[config.mk]
export PLATFORM = sky130hd
export DESIGN_NAME = mips_ctrl_seq
export DESIGN_NICKNAME = d
export VERILOG_FILES = /design/src/rtl/mips_pkg.sv /design/src/rtl/mips_ctrl_decode.sv /design/src/rtl/mips_ctrl_seq.sv
export SDC_FILE = /design/constraint.sdc
export NUM_CORES = 1
export LEC_CHECK = 0
export BUFFER_PORTS_ARGS = -buffer_cell sky130_fd_sc_hd__buf_2
export CAP_MARGIN = 20
export CORE_UTILIZATION = 54
export CTS_CLUSTER_DIAMETER = 50
export CTS_CLUSTER_SIZE = 10
export DETAILED_ROUTE_END_ITERATION = 16
export GPL_TIMING_DRIVEN = 1
export HOLD_SLACK_MARGIN = 0.02
export MAX_ROUTING_LAYER = met4
export PLACE_DENSITY = 0.87
export SLEW_MARGIN = 20
export SYNTH_ARGS = -nofsm -noshare
export SYNTH_HDL_FRONTEND = slang
export SYNTH_SLANG_ARGS = --single-unit
export TNS_END_PERCENT = 1
[constraint.sdc]
create_clock -name clk -period 4 [get_ports clk]
set_input_delay 0.8 -clock clk [delete_from_list [all_inputs] [get_ports clk]]
set_output_delay 0.8 -clock clk [all_outputs]
set_load 0.05 [all_outputs]
[src/rtl/mips_pkg.sv]
// Shared definitions for the 16-bit MIPS control sequencer: opcodes, FSM states,
// phase encodings and instruction field positions.
package mips_pkg;

    localparam int WORD_W = 16;
    localparam int OP_W   = 4;
    localparam int REG_W  = 4;

    localparam logic [3:0] OP_NOP  = 4'b0000;
    localparam logic [3:0] OP_BEQ  = 4'b0011;
    localparam logic [3:0] OP_JMP  = 4'b0100;
    localparam logic [3:0] OP_AND  = 4'b0101;
    localparam logic [3:0] OP_OR   = 4'b0110;
    localparam logic [3:0] OP_ADD  = 4'b0111;
    localparam logic [3:0] OP_SUB  = 4'b1000;
    localparam logic [3:0] OP_SLT  = 4'b1001;
    localparam logic [3:0] OP_HALT = 4'b1111;

    localparam int OP_MSB = 15;
    localparam int OP_LSB = 12;
    localparam int RS_MSB = 11;
    localparam int RS_LSB = 8;
    localparam int RT_MSB = 7;
    localparam int RT_LSB = 4;
    localparam int RD_MSB = 3;
    localparam int RD_LSB = 0;
    localparam int TGT_MSB = 11;

    typedef enum logic [2:0] {
        ST_IDLE,
        ST_FETCH,
        ST_DECODE,
        ST_EXEC,
        ST_WB,
        ST_HALT
    } state_t;

    typedef enum logic [2:0] {
        CLS_NOP,
        CLS_ALU,
        CLS_BRANCH,
        CLS_JUMP,
        CLS_HALT,
        CLS_ILLEGAL
    } op_class_t;

    localparam logic [3:0] TMR_IDLE   = 4'b0000;
    localparam logic [3:0] TMR_FETCH  = 4'b0001;
    localparam logic [3:0] TMR_DECODE = 4'b0010;
    localparam logic [3:0] TMR_EXEC   = 4'b0100;
    localparam logic [3:0] TMR_WB     = 4'b1000;
    localparam logic [3:0] TMR_HALT   = 4'b0000;

    function automatic logic [3:0] timer_of(input state_t s);
        case (s)
            ST_FETCH:  return TMR_FETCH;
            ST_DECODE: return TMR_DECODE;
            ST_EXEC:   return TMR_EXEC;
            ST_WB:     return TMR_WB;
            ST_HALT:   return TMR_HALT;
            default:   return TMR_IDLE;
        endcase
    endfunction

endpackage

[src/rtl/mips_ctrl_decode.sv]
// Combinational instruction decoder: op class, ALU select, sign-extended branch
// offset and zero-extended jump target.
module mips_ctrl_decode
    import mips_pkg::*;
(
    input  logic [WORD_W-1:0] i_ir,
    output op_class_t         o_class,
    output logic [OP_W-1:0]   o_sel,
    output logic [WORD_W-1:0] o_offset,
    output logic [WORD_W-1:0] o_target
);

    logic [OP_W-1:0] w_op;

    assign w_op = i_ir[OP_MSB:OP_LSB];

    always_comb begin
        o_class = CLS_ILLEGAL;
        o_sel   = '0;
        case (w_op)
            OP_AND, OP_OR, OP_ADD, OP_SUB, OP_SLT: begin
                o_class = CLS_ALU;
                o_sel   = w_op;
            end
            OP_BEQ: begin
                // equality is tested as a subtract that yields zero
                o_class = CLS_BRANCH;
                o_sel   = OP_SUB;
            end
            OP_JMP:  o_class = CLS_JUMP;
            OP_NOP:  o_class = CLS_NOP;
            OP_HALT: o_class = CLS_HALT;
            default: o_class = CLS_ILLEGAL;
        endcase
    end

    assign o_offset = {{(WORD_W-4){i_ir[RD_MSB]}}, i_ir[RD_MSB:RD_LSB]};
    assign o_target = {{(WORD_W-12){1'b0}}, i_ir[TGT_MSB:0]};

endmodule

[src/rtl/mips_ctrl_seq.sv]
// Multi-cycle FETCH/DECODE/EXEC/WB control sequencer for the 16-bit MIPS datapath.
// Strobes are registered on the edge entering the phase in which they are seen.
module mips_ctrl_seq
    import mips_pkg::*;
#(
    parameter int WORD_SIZE = 16,
    parameter int OP_SIZE   = 4,
    parameter int REG_ADDR  = 4
) (
    input  logic                 clk,
    input  logic                 rstn,
    input  logic                 key_ok,
    output logic                 instr_req,
    input  logic                 instr_valid,
    input  logic [WORD_SIZE-1:0] instr,
    input  logic                 alu_zero_flag,
    output logic [OP_SIZE-1:0]   sel,
    output logic [REG_ADDR-1:0]  rf_ra,
    output logic [REG_ADDR-1:0]  rf_rb,
    output logic [REG_ADDR-1:0]  rf_wa,
    output logic                 rf_we,
    output logic                 pc_inc,
    output logic                 load_pc,
    output logic [WORD_SIZE-1:0] data_in,
    output logic                 offset,
    output logic [WORD_SIZE-1:0] offset_val,
    output logic [3:0]           timer,
    output logic                 halted,
    output logic                 illegal
);

    state_t              r_state;
    state_t              w_state_next;
    state_t              w_eoi_state;
    logic [WORD_SIZE-1:0] r_ir;
    logic [WORD_SIZE-1:0] w_ir_next;
    logic                w_accept;

    op_class_t           w_class;
    logic [OP_SIZE-1:0]  w_sel;
    logic [WORD_SIZE-1:0] w_offset;
    logic [WORD_SIZE-1:0] w_target;

    logic [OP_SIZE-1:0]  r_sel;
    logic [REG_ADDR-1:0] r_rf_wa;
    logic                r_rf_we;
    logic                r_pc_inc;
    logic                r_load_pc;
    logic [WORD_SIZE-1:0] r_data_in;
    logic                r_offset;
    logic [WORD_SIZE-1:0] r_offset_val;
    logic [3:0]          r_timer;
    logic                r_halted;
    logic                r_illegal;

    assign w_accept  = (r_state == ST_FETCH) && instr_valid;
    // Decoding the incoming word on the accept cycle lets DECODE-phase strobes be registered.
    assign w_ir_next = w_accept ? instr : r_ir;

    mips_ctrl_decode u_decode (
        .i_ir     (w_ir_next),
        .o_class  (w_class),
        .o_sel    (w_sel),
        .o_offset (w_offset),
        .o_target (w_target)
    );

    assign w_eoi_state = key_ok ? ST_FETCH : ST_IDLE;

    always_comb begin
        w_state_next = r_state;
        case (r_state)
            ST_IDLE:   if (key_ok) w_state_next = ST_FETCH;
            ST_FETCH:  if (instr_valid) w_state_next = ST_DECODE;
            ST_DECODE: begin
                case (w_class)
                    CLS_JUMP, CLS_NOP, CLS_ILLEGAL: w_state_next = w_eoi_state;
                    CLS_HALT:                       w_state_next = ST_HALT;
                    default:                        w_state_next = ST_EXEC;
                endcase
            end
            ST_EXEC:   w_state_next = (w_class == CLS_ALU) ? ST_WB : w_eoi_state;
            ST_WB:     w_state_next = w_eoi_state;
            ST_HALT:   w_state_next = ST_HALT;
            default:   w_state_next = ST_IDLE;
        endcase
    end

    always_ff @(posedge clk or negedge rstn) begin
        if (!rstn) begin
            r_state      <= ST_IDLE;
            r_ir         <= '0;
            r_sel        <= '0;
            r_rf_wa      <= '0;
            r_rf_we      <= 1'b0;
            r_pc_inc     <= 1'b0;
            r_load_pc    <= 1'b0;
            r_data_in    <= '0;
            r_offset     <= 1'b0;
            r_offset_val <= '0;
            r_timer      <= TMR_IDLE;
            r_halted     <= 1'b0;
            r_illegal    <= 1'b0;
        end else begin
            r_state   <= w_state_next;
            r_timer   <= timer_of(w_state_next);
            // A jump replaces the PC outright, so it takes the load slot instead of the increment.
            r_pc_inc  <= w_accept && (w_class != CLS_JUMP);
            r_load_pc <= w_accept && (w_class == CLS_JUMP);
            r_illegal <= w_accept && (w_class == CLS_ILLEGAL);
            r_offset  <= (r_state == ST_EXEC) && (w_class == CLS_BRANCH) && alu_zero_flag;
            r_rf_we   <= (r_state == ST_EXEC) && (w_class == CLS_ALU);
            r_sel     <= (w_state_next == ST_EXEC || w_state_next == ST_WB) ? w_sel : '0;
            if (w_accept) begin
                r_ir <= instr;
                if (w_class == CLS_JUMP)   r_data_in    <= w_target;
                if (w_class == CLS_BRANCH) r_offset_val <= w_offset;
            end
            if ((r_state == ST_EXEC) && (w_class == CLS_ALU))
                r_rf_wa <= r_ir[RD_MSB:RD_LSB];
            if (w_state_next == ST_HALT)
                r_halted <= 1'b1;
        end
    end

    assign instr_req  = (r_state == ST_FETCH);
    assign rf_ra      = r_ir[RS_MSB:RS_LSB];
    assign rf_rb      = r_ir[RT_MSB:RT_LSB];
    assign sel        = r_sel;
    assign rf_wa      = r_rf_wa;
    assign rf_we      = r_rf_we;
    assign pc_inc     = r_pc_inc;
    assign load_pc    = r_load_pc;
    assign data_in    = r_data_in;
    assign offset     = r_offset;
    assign offset_val = r_offset_val;
    assign timer      = r_timer;
    assign halted     = r_halted;
    assign illegal    = r_illegal;

endmodule

==> impl_results.md, run 1 <==
- Vias per cell: 5.43
- Via count of the routed design: 1716
- Crit Reg-Reg Endpoint: sel[3]
- Final HPWL DP: 3.28 mm
- Final instance area: about 2700 um^2
- Antenna-violating nets left: 0
- Ant diodes: 0
- Antenna violations before repair: 0
- Gp weighted congestion: 0.817
- CTS Buf Count: 5
- Compound-gate portion of the synthesized area: around 5.4%
- Initial Util: between 50% and 60%
- Final WL: roughly 4.7 mm
- Layout cell share with drive strength beyond 1: 34.2%
- Die X: 68.4 um
- Post-synth EDFFs: 0
- Vias in the first global route: between 1500 and 2000
- Syn Inst Count: 212
- Routed wire per std cell: 14.8 um
- I/O Pins: 80
- Worst-Skew Late Latency: approximately 0.30 ns
- Filler cells: 348
- Required time of the critical path: approximately 4.2 ns
- CTS tree: done
- Worst-Margin Slew: 0.561 ns
- Adder-cell share of the synthesized area: 0.840%
- Initial DRC Count: ~160
- Final Hold Fails: 0
- Row cnt: 23
- Largest net degree at the start of global routing: 29
- Synth cell types: 38
- IO buf count: 75
- Final #Nets: 286
- Relative slew slack: 62.6%
- Most frequent cells in the layout: 75 x buf_2, 53 x dfrtp_1, 42 x nand2_1, 19 x mux2_1, 6 x nor2_1
- Post-synth top area cell: dfrtp_1
- Chip Height: a little under 70 um
- Number of remaining DRC errors: 0
- Mux share of post-synthesis cell area: 11.2%
- Crit Path Max Fanout: 22
- Synthesis Warnings: 0
- Reg2reg start: r_state[2]
- Flop-to-flop setup slack: 1.63 ns
- Final period utilization: 59.2%
- HP Class: in2async
- Setup violations, final: 0
- CTS max path bufs: 2
- Hold slack: 0.475 ns
- Die area: 4680 um^2
- CTS-repair resized insts: 0
- Register area share after synthesis: between 50% and 60%
- Share of the synthesized area in the top cell type: about 56%
- Top_reg_cell synth: dfrtp_1
- Async SR Flop Fraction: 100%
- WS Path Type: reg2reg
- Final Skew: 0.00537 ns
- Reg2Reg Depth: 5
- Unrepaired setup endpoints after global routing: false
- First-pass GRT wire length: 7.41 mm
- Setup TNS: 0 ns
- Clock transition at path regs: 0.09 ns
- Slew Limit Fails: 0
- Setup Buffers After CTS: 0
- Core area: just over 4000 um^2
- DP Area: between 2000 and 3000 um^2
- GR Util All Layers: 22.6%
- CP Capture Type: flip-flop
- Main combinational cell family by area after synthesis: simple AND/OR/NAND/NOR gates
- Clock sinks: 53
- Overflow after GRT: 0
- Post-route minimum period: 2.37 ns
- Arrival @ worst endpoint: about 2.6 ns
- Fmax: about 420 MHz
- Max-cap violations: 0
- Layout area overhead: 13.1%
- Xor and xnor area share after synthesis: 0%
- Seq cells post-synth: between 50 and 60
- Syn_area_per_cell: 11.2 um^2
- Drt first pass iters: 4
- Crit path launch type: flip-flop
- H-tree Lvls: 2
- Post-Syn Area: 2380 um^2
- Simple-gate area share of the yosys netlist: between 10% and 20%
- CTS Hold Buffers Added: 0
- Leading post-synthesis cells by cell area: dfrtp_1 56%, mux2_1 9.0%, buf_4 8.5%
- Status: completed
- Commonest non-fill, non-tap cell in the layout: buf_2
- Clock Tree Root: clkbuf_8
-- sequential cells by signal, indices dropped and copies added, names as in the netlist --
register and cells:
illegal 1, r_ir 16, r_state 3, rf_wa 4, sel 4, halted 1, data_in 12, load_pc 1
offset 1, pc_inc 1, rf_we 1, timer 4, offset_val 4
-- worst max path at each step --
| stage | slack (ns) | from | endpoint |
|---|---|---|---|
| floorplan | 1.70 | r_state[0] | instr_req |
| global placement | 1.37 | instr_valid | sel[3] |
| detailed placement | 1.33 | instr_valid | sel[3] |
| CTS | 1.63 | instr_valid | sel[3] |
| global route | 1.51 | r_state[2] | sel[3] |
| finish | 1.63 | r_state[2] | sel[3] |
-- logic make-up after synthesis --
family / Yosys count
flops: 53
simple gates: 76
mux: 24
other cells: 1
buf+inv: 39
compound gates: 17
fa+ha+maj: 2
-- synth_stat cells (all sizes together), types with 2 or more instances --
library cell / number
maj3: 2
nor2b: 3
mux2: 22
and3: 4
o21ai: 5
buf: 29
a211oi: 2
inv: 6
o22a: 2
mux2i: 2
or2: 2
a31oi: 2
nand3b: 2
nor2: 6
a211o: 2
dfrtp: 53
nand2: 42
a21oi: 2
clkbuf: 4
nor3b: 3
nor3: 3
nand2b: 3
-- critical path: stages (launching register included) --
cell and delay, ns:
dfrtp_1 0.46, nand4bb_4 0.48, inv_2 0.42, mux2i_1 0.22, or4b_1 0.52, a211oi_2 0.18
-- per-stage QoR --
stage	utilization [%]	worst slack, ns	std cells
after floorplan	-	1.70	215
after global placement	63.5	1.37	308
after detailed placement	63.5	1.33	308
after CTS	65.5	1.63	316
after global routing	65.5	1.51	316
final	65.5	1.63	316
-- layout make-up --
cell class                      count  area [um^2]  area share, %
Clock buffer                        7         76.3           2.83
Timing Repair Buffer               76          383           14.2
Tap cell                           50         62.6           2.32
Clock inverter                      1         7.51          0.278
Multi-Input combinational cell    123          818           30.3
Inverter                            6         22.5          0.835
Sequential cell                    53         1330           49.2
-- routing by layer --
layer,wire (um),global-route usage [%],up-vias,part of all wire [%]
li1,-,-,791,-
met1,2030,29.6,845,43
met2,2360,34.7,71,50
met3,222,4.33,9,4.7
met4,71,9.11,0,1.5
met5,0,-,-,0
Power of run 1 is not shown: default switching activity piles up to over one toggle a cycle in this logic, so the estimate is an artifact.
==> run 2, diff against run 1 <==
--- a/config.mk
+++ b/config.mk
@@ -5,16 +5,17 @@
 export SDC_FILE = /design/constraint.sdc
 export NUM_CORES = 1
 export LEC_CHECK = 0
+export ABC_AREA = 1
 export BUFFER_PORTS_ARGS = -buffer_cell sky130_fd_sc_hd__buf_2
 export CAP_MARGIN = 20
-export CORE_UTILIZATION = 54
+export CORE_UTILIZATION = 50
 export CTS_CLUSTER_DIAMETER = 50
 export CTS_CLUSTER_SIZE = 10
 export DETAILED_ROUTE_END_ITERATION = 16
 export GPL_TIMING_DRIVEN = 1
 export HOLD_SLACK_MARGIN = 0.02
 export MAX_ROUTING_LAYER = met4
-export PLACE_DENSITY = 0.87
+export PLACE_DENSITY = 0.81
 export SLEW_MARGIN = 20
 export SYNTH_ARGS = -nofsm -noshare
 export SYNTH_HDL_FRONTEND = slang
==> constraint.sdc (replaced) <==
create_clock -name clk -period 2.2 [get_ports clk]
set_input_delay 0.44 -clock clk [delete_from_list [all_inputs] [get_ports clk]]
set_output_delay 0.44 -clock clk [all_outputs]
set_load 0.05 [all_outputs]
==> run 2 against run 1 <==
Compared with the run above: global-route usage fell by 3.2 points; via count rose by 1.4%; worst setup slack got worse by 1.4 ns; first-iteration DRC count fell by 7.7%; highest routed layer unchanged; hold slack got worse by 0.37 ns; non-clock buffer count rose by 4; synthesized cell count rose by 21%; fmax rose by 22%; sequential share of layout area fell by 1.1 points.
==> impl_results.md, run 2 <==
- Slew Limit Fails: 0 (unchanged)
- Number of remaining DRC errors: 0 (unchanged)
- Max reg flops: 16 (unchanged)
- Seq cells post-synth: 53 (unchanged)
- CP Capture Type: flip-flop (unchanged)
- Drt first pass iters: 6 (was 4)
- Arrival @ worst endpoint: 2.13 ns (was 2.59 ns)
- Worst slack, placed: 0.169 ns (was 1.33 ns)
- Status: completed (unchanged)
- CTS Hold Buffers Added: 0 (unchanged)
- Core area: 4440 um^2 (was 4120 um^2)
- GR Util All Layers: 19.4% (was 22.6%)
- Fin util: 62.1% (was 65.5%)
- CTS tree: done (unchanged)
- Initial DRC Count: 143 (was 155)
- First-pass GRT wire length: 7.31 mm (was 7.41 mm)
- H-tree Lvls: 2 (unchanged)
- Largest net degree at the start of global routing: 54 (was 29)
- Row cnt: 24 (was 23)
- Final WS setup: 0.257 ns (was 1.63 ns)
- Crit path launch type: flip-flop (unchanged)
- Required time of the critical path: 2.39 ns (was 4.23 ns)
- Synth cell types: 30 (was 38)
- Worst-Skew Late Latency: 0.30 ns (about the same)
- Final Hold Fails: 0 (unchanged)
- Final period utilization: 88.3% (was 59.2%)
- Post-synth top area cell: dfrtp_1 (unchanged)
- Layout cell share with drive strength beyond 1: 35.8% (was 34.2%)
- Antenna violations before repair: 0 (unchanged)
- Flop-to-flop setup slack: 0.26 ns (was 1.63 ns)
- Via count of the routed design: 1740 (was 1716)
- Cell with the most instances after synthesis: nand2_1 (was dfrtp_1)
- Die area: 5030 um^2 (was 4680 um^2)
- Setup Buffers After CTS: 0 (unchanged)
- Worst path max stage delay: 0.45 ns (was 0.52 ns)
- Final #Nets: 338 (was 286)
- Setup TNS: 0 ns (unchanged)
- HP Class: in2async (unchanged)
- Ant diodes: 0 (unchanged)
- Crit Path Max Fanout: 5 (was 22)
- Register area share after synthesis: 55.9% (was 55.6%)
- Top cells by count, synth: 67 x nand2_1, 53 x dfrtp_1, 26 x buf_4, 22 x inv_1, 22 x nor2_1 (was 53 x dfrtp_1, 42 x nand2_1, 27 x buf_4, 19 x mux2_1, 6 x nor2_1)
- Share of the synthesized area in the top cell type: 55.9% (was 55.6%)
- Most frequent cells in the layout: 75 x buf_2, 67 x nand2_1, 53 x dfrtp_1, 22 x nor2_1, 22 x inv_1 (was 75 x buf_2, 53 x dfrtp_1, 42 x nand2_1, 19 x mux2_1, 6 x nor2_1)
- Vias in the first global route: 1647 (was 1597)
- Max-cap violations: 0 (unchanged)
- Clock Tree Root: clkbuf_8 (unchanged)
- Fmax: 515 MHz (was 422 MHz)
- Unrepaired setup endpoints after global routing: false (unchanged)
- Slowest cell on the critical path: dfrtp_1 (was or4b_1)
- Synthesis Warnings: 0 (unchanged)
- IO buf count: 75 (unchanged)
- Final HPWL DP: 3.26 mm (was 3.28 mm)
- Vias per cell: 4.70 (was 5.43)
- Cell family with most CP delay: simple AND/OR/NAND/NOR gates (unchanged)
- Setup violations, final: 0 (unchanged)
- Post-Syn Area: 2370 um^2 (was 2380 um^2)
- Commonest non-fill, non-tap cell in the layout: buf_2 (unchanged)
- Post-synth EDFFs: 0 (unchanged)
- CTS max path bufs: 2 (unchanged)
- WS Path Type: reg2reg (unchanged)
- Biggest register: r_ir (unchanged)
- Syn Inst Count: 256 (was 212)
- Most frequent CP cell: inv_2
- CP Cell Sequence: inv_2 > nor2_1 > nand4_1 > nand2_2 > nand2_1 > nor2_2 > inv_2 > nor2_4 > mux2_2 (was nand4bb_4 > inv_2 > mux2i_1 > or4b_1 > a211oi_2)
- Syn_area_per_cell: 9.27 um^2 (was 11.2 um^2)
- Final Skew: 0.00518 ns (was 0.00537 ns)
- Crit path depth: 9 (was 5)
- Chip Height: 70.9 um (was 68.4 um)
- Top_reg_cell synth: dfrtp_1 (unchanged)
- Overflow after GRT: 0 (unchanged)
- WP buf/inv: 2 (was 1)
- Antenna-violating nets left: 0 (unchanged)
- Reg2Reg Depth: 9 (was 5)
- Initial Util: 53.4% (was 57.9%)
- Routed wire per std cell: 11.8 um (was 14.8 um)
- Final WL: 4.37 mm (was 4.68 mm)
- I/O Pins: 80 (unchanged)
- Post-route minimum period: 1.94 ns (was 2.37 ns)
- Layout area overhead: 16.2% (was 13.1%)
- CTS Buf Count: 5 (unchanged)
- Clock sinks: 53 (unchanged)
- Gp weighted congestion: 0.873 (was 0.817)
- CTS-repair resized insts: 0 (unchanged)
- Die X: 70.9 um (was 68.4 um)
- Async SR Flop Fraction: 100% (unchanged)
- Leading post-synthesis cells by cell area: dfrtp_1 56%, nand2_1 11%, buf_4 8.2% (was dfrtp_1 56%, mux2_1 9.0%, buf_4 8.5%)
- Clock transition at path regs: 0.09 ns (about the same)
## run 2: cell types whose count changed in the layout (fill, tap and decap cells not counted), moves of 5 or more
cell	previous run	this run
inv_2	2	7
nor2_1	6	22
a31oi_1	2	8
mux2_1	19	2
nand2_2	0	5
nand3_1	1	6
inv_1	4	22
o21ai_1	2	8
nand2_1	42	67
## run 2: cell families after synthesis
group | count (synthesis) | share of synthesized area [%]
AND/OR/NAND/NOR | 117 | 23.0
buffers and inverters | 58 | 13.7
other | 1 | 0.158
flip-flops | 53 | 55.9
AO/OA/AOI/OAI | 23 | 5.43
multiplexers | 4 | 1.90
## run 2: per-stage QoR
step | hold slack (ns) | cells | instance area [um^2]
floorplan | 0.144 | 259 | 2380
global placement | 0.448 | 362 | 2670
detailed placement | 0.452 | 362 | 2670
CTS | 0.115 | 370 | 2760
global route | 0.128 | 370 | 2760
finish | 0.108 | 370 | 2760
## run 2: final timing paths
check,start,end
setup / recovery,r_state[0],offset_val[2]
hold / removal,rstn,load_pc
setup reg to reg,r_state[0],offset_val[2]
hold reg to reg,halted,halted
max in group asynchronous,rstn,offset_val[3]
min in group clk,instr[7],r_ir[7]
## run 2: routing by layer
layer | routed length (um) | up-vias | part of all wire, % | GRT usage, %
li1 | - | 896 | - | -
met1 | 1930 | 789 | 44 | 24.4
met2 | 2210 | 48 | 51 | 31.5
met3 | 160 | 7 | 3.7 | 3.56
met4 | 58 | 0 | 1.3 | 7.11
met5 | 0 | - | 0 | -
## run 2: layout make-up
cell class                      count  area, um^2
Inverter                           29         109
Timing Repair Buffer               80         438
Multi-Input combinational cell    148         734
Tap cell                           52        65.1
Sequential cell                    53        1330
Clock buffer                        5        68.8
Clock inverter                      3        17.5
Fill cell                         380        1690
## run 2: worst reg2reg max path: stages, from the launching register on
cell,delay (ns)
dfrtp_1,0.45
inv_2,0.05
nor2_1,0.17
nand4_1,0.13
nand2_2,0.17
nand2_1,0.10
nor2_2,0.19
inv_2,0.08
nor2_4,0.14
mux2_2,0.35
Power of run 2 is left out for the same reason.
==> run 3, diff against run 2 <==
--- a/config.mk
+++ b/config.mk
@@ -8,14 +8,16 @@
 export ABC_AREA = 1
 export BUFFER_PORTS_ARGS = -buffer_cell sky130_fd_sc_hd__buf_2
 export CAP_MARGIN = 20
-export CORE_UTILIZATION = 50
+export CELL_PAD_IN_SITES_DETAIL_PLACEMENT = 0
+export CELL_PAD_IN_SITES_GLOBAL_PLACEMENT = 1
+export CORE_UTILIZATION = 37
 export CTS_CLUSTER_DIAMETER = 50
 export CTS_CLUSTER_SIZE = 10
 export DETAILED_ROUTE_END_ITERATION = 16
 export GPL_TIMING_DRIVEN = 1
 export HOLD_SLACK_MARGIN = 0.02
 export MAX_ROUTING_LAYER = met4
-export PLACE_DENSITY = 0.81
+export PLACE_DENSITY = 0.82
 export SLEW_MARGIN = 20
 export SYNTH_ARGS = -nofsm -noshare
 export SYNTH_HDL_FRONTEND = slang
==> run 3 against run 2 <==
Compared with the run above: non-clock buffer count shrank 1; sequential share of layout area down 0.67 points; clock skew up 0.0034 ns; wire length increased by 7.5%; fmax is 3.6% lower.
==> impl_results.md, run 3 (same netlist as run 2, synthesis figures left out) <==
- Crit path launch type: flip-flop (unchanged)
- Clock sinks: 53 (unchanged)
- Setup Buffers After CTS: 0 (unchanged)
- Final HPWL DP: 3.45 mm (was 3.26 mm)
- Final WL: 4.69 mm (was 4.37 mm)
- Reg2reg start: r_state[0] (unchanged)
- Initial Util: 39.2% (was 53.4%)
- Fin util: 46.2% (was 62.1%)
- Die area: 6740 um^2 (was 5030 um^2)
- Slowest cell on the critical path: dfrtp_1 (unchanged)
- Drt first pass iters: 4 (was 6)
- Clock transition at path regs: 0.09 ns (about the same)
- Final Hold Fails: 0 (unchanged)
- Worst-Skew Late Latency: 0.29 ns (was 0.30 ns)
- Chip Height: 82.1 um (was 70.9 um)
- Antenna violations before repair: 0 (unchanged)
- Layout cell share with drive strength beyond 1: 35.3% (was 35.8%)
- Vias per cell: 4.41 (was 4.70)
- Setup violations, final: 0 (unchanged)
- CTS max path bufs: 2 (unchanged)
- CTS Hold Buffers Added: 0 (unchanged)
- Fmax: 496 MHz (was 515 MHz)
- CP Cell Sequence: inv_2 > nor2_1 > nand4_1 > nand2_2 > nand2_1 > nor2_2 > inv_2 > nor2_4 > mux2_1 (was inv_2 > nor2_1 > nand4_1 > nand2_2 > nand2_1 > nor2_2 > inv_2 > nor2_4 > mux2_2)
- Most frequent cells in the layout: 75 x buf_2, 67 x nand2_1, 53 x dfrtp_1, 22 x nor2_1, 22 x inv_1 (unchanged)
- Flop-to-flop setup slack: 0.18 ns (was 0.26 ns)
- Final #Nets: 337 (was 338)
- Overflow after GRT: 0 (unchanged)
- Row cnt: 28 (was 24)
- Crit Path Max Fanout: 5 (unchanged)
- Ant diodes: 0 (unchanged)
- Layout area overhead: 17.9% (was 16.2%)
- Crit Reg-Reg Endpoint: offset_val[3] (was offset_val[2])
- Core area: 6060 um^2 (was 4440 um^2)
- Biggest register: r_ir (unchanged)
- First-pass GRT wire length: 7.49 mm (was 7.31 mm)
- Final period utilization: 91.6% (was 88.3%)
- Worst path max stage delay: 0.46 ns (was 0.45 ns)
- Die X: 82.1 um (was 70.9 um)
- WS Path Type: reg2reg (unchanged)
- Unrepaired setup endpoints after global routing: false (unchanged)
- Commonest non-fill, non-tap cell in the layout: buf_2 (unchanged)
- Max reg flops: 16 (unchanged)
- Final Skew: 0.00862 ns (was 0.00518 ns)
- Largest net degree at the start of global routing: 54 (unchanged)
- Reg area: 1330 um^2 (unchanged)
- H-tree Lvls: 2 (unchanged)
- Antenna-violating nets left: 0 (unchanged)
- Filler cells: 614 (was 380)
- CTS-repair resized insts: 0 (unchanged)
- CTS Buf Count: 5 (unchanged)
- Final WS setup: 0.185 ns (was 0.257 ns)
- Status: completed (unchanged)
- Vias in the first global route: 1589 (was 1647)
- Gp weighted congestion: 0.793 (was 0.873)
- GR Util All Layers: 15.2% (was 19.4%)
- Reg2Reg Depth: 9 (unchanged)
- CTS tree: done (unchanged)
- Multi-input gate area: 734 um^2 (unchanged)
- HP Class: in2async (unchanged)
- Number of remaining DRC errors: 0 (unchanged)
- IO buf count: 75 (unchanged)
- Routed wire per std cell: 12.0 um (was 11.8 um)
- Setup TNS: 0 ns (unchanged)
- Arrival @ worst endpoint: 2.19 ns (was 2.13 ns)
- Post-route minimum period: 2.02 ns (was 1.94 ns)
- I/O Pins: 80 (unchanged)
- Max-cap violations: 0 (unchanged)
- Most frequent CP cell: inv_2 (unchanged)
- CP Capture Type: flip-flop (unchanged)
- Via count of the routed design: 1730 (was 1740)
- Slew Limit Fails: 0 (unchanged)
- Clock Tree Root: clkbuf_8 (unchanged)
- Required time of the critical path: 2.37 ns (was 2.39 ns)
- Worst slack, placed: 0.109 ns (was 0.169 ns)
- Initial DRC Count: 75 (was 143)
[run 3: cell types whose count changed in the layout (fill, tap and decap cells not counted)]
cell        delta
clkbuf_1       +1
clkinvlp_4     -1
clkbuf_8       +1
clkinv_2       -2
bufinv_16      +1
buf_12         -1
[run 3: metal layers]
metal	up-vias	GRT usage (%)	routed length [um]	share of wire [%]
li1	889	-	-	-
met1	783	20.4	2260	48
met5	-	-	0	0
met4	0	4.21	38	0.81
met2	54	23.1	2150	46
met3	4	3.52	246	5.2
[run 3: metrics by stage]
stage | cells | cell area, um^2 | hold slack, ns
global placement | 384 | 2680 | 0.449
detailed placement | 384 | 2680 | 0.459
finish | 392 | 2800 | 0.128
global route | 392 | 2800 | 0.136
CTS | 392 | 2800 | 0.129
floorplan | 259 | 2380 | 0.144
[run 3: layout make-up]
class / count / share of cell area (%)
timing repair buffer: 79 / 14.9
clock buffer: 7 / 3.09
clock inverter: 1 / 1.07
sequential: 53 / 47.4
tap: 75 / 3.35
multi-input combinational: 148 / 26.3
inverter: 29 / 3.89
[run 3: worst max path at each step]
stage                            from       endpoint  depth (start not counted)
after CTS                  r_state[0]  offset_val[3]                          9
after global routing       r_state[0]  offset_val[3]                          9
final                      r_state[0]  offset_val[3]                          9
after detailed placement  instr_valid  offset_val[0]                          9
after floorplan            r_state[2]  offset_val[0]                         10
after global placement    instr_valid  offset_val[2]                          9
[run 3: worst max-delay path, delay by kind of cell (launching register included)]
| family | cells | cell delay [ns] |
|---|---|---|
| multiplexers | 1 | 0.35 |
| AND/OR/NAND/NOR | 6 | 0.93 |
| buffers and inverters | 2 | 0.14 |
| flip-flops | 1 | 0.46 |
Power of run 3 is left out for the same reason.
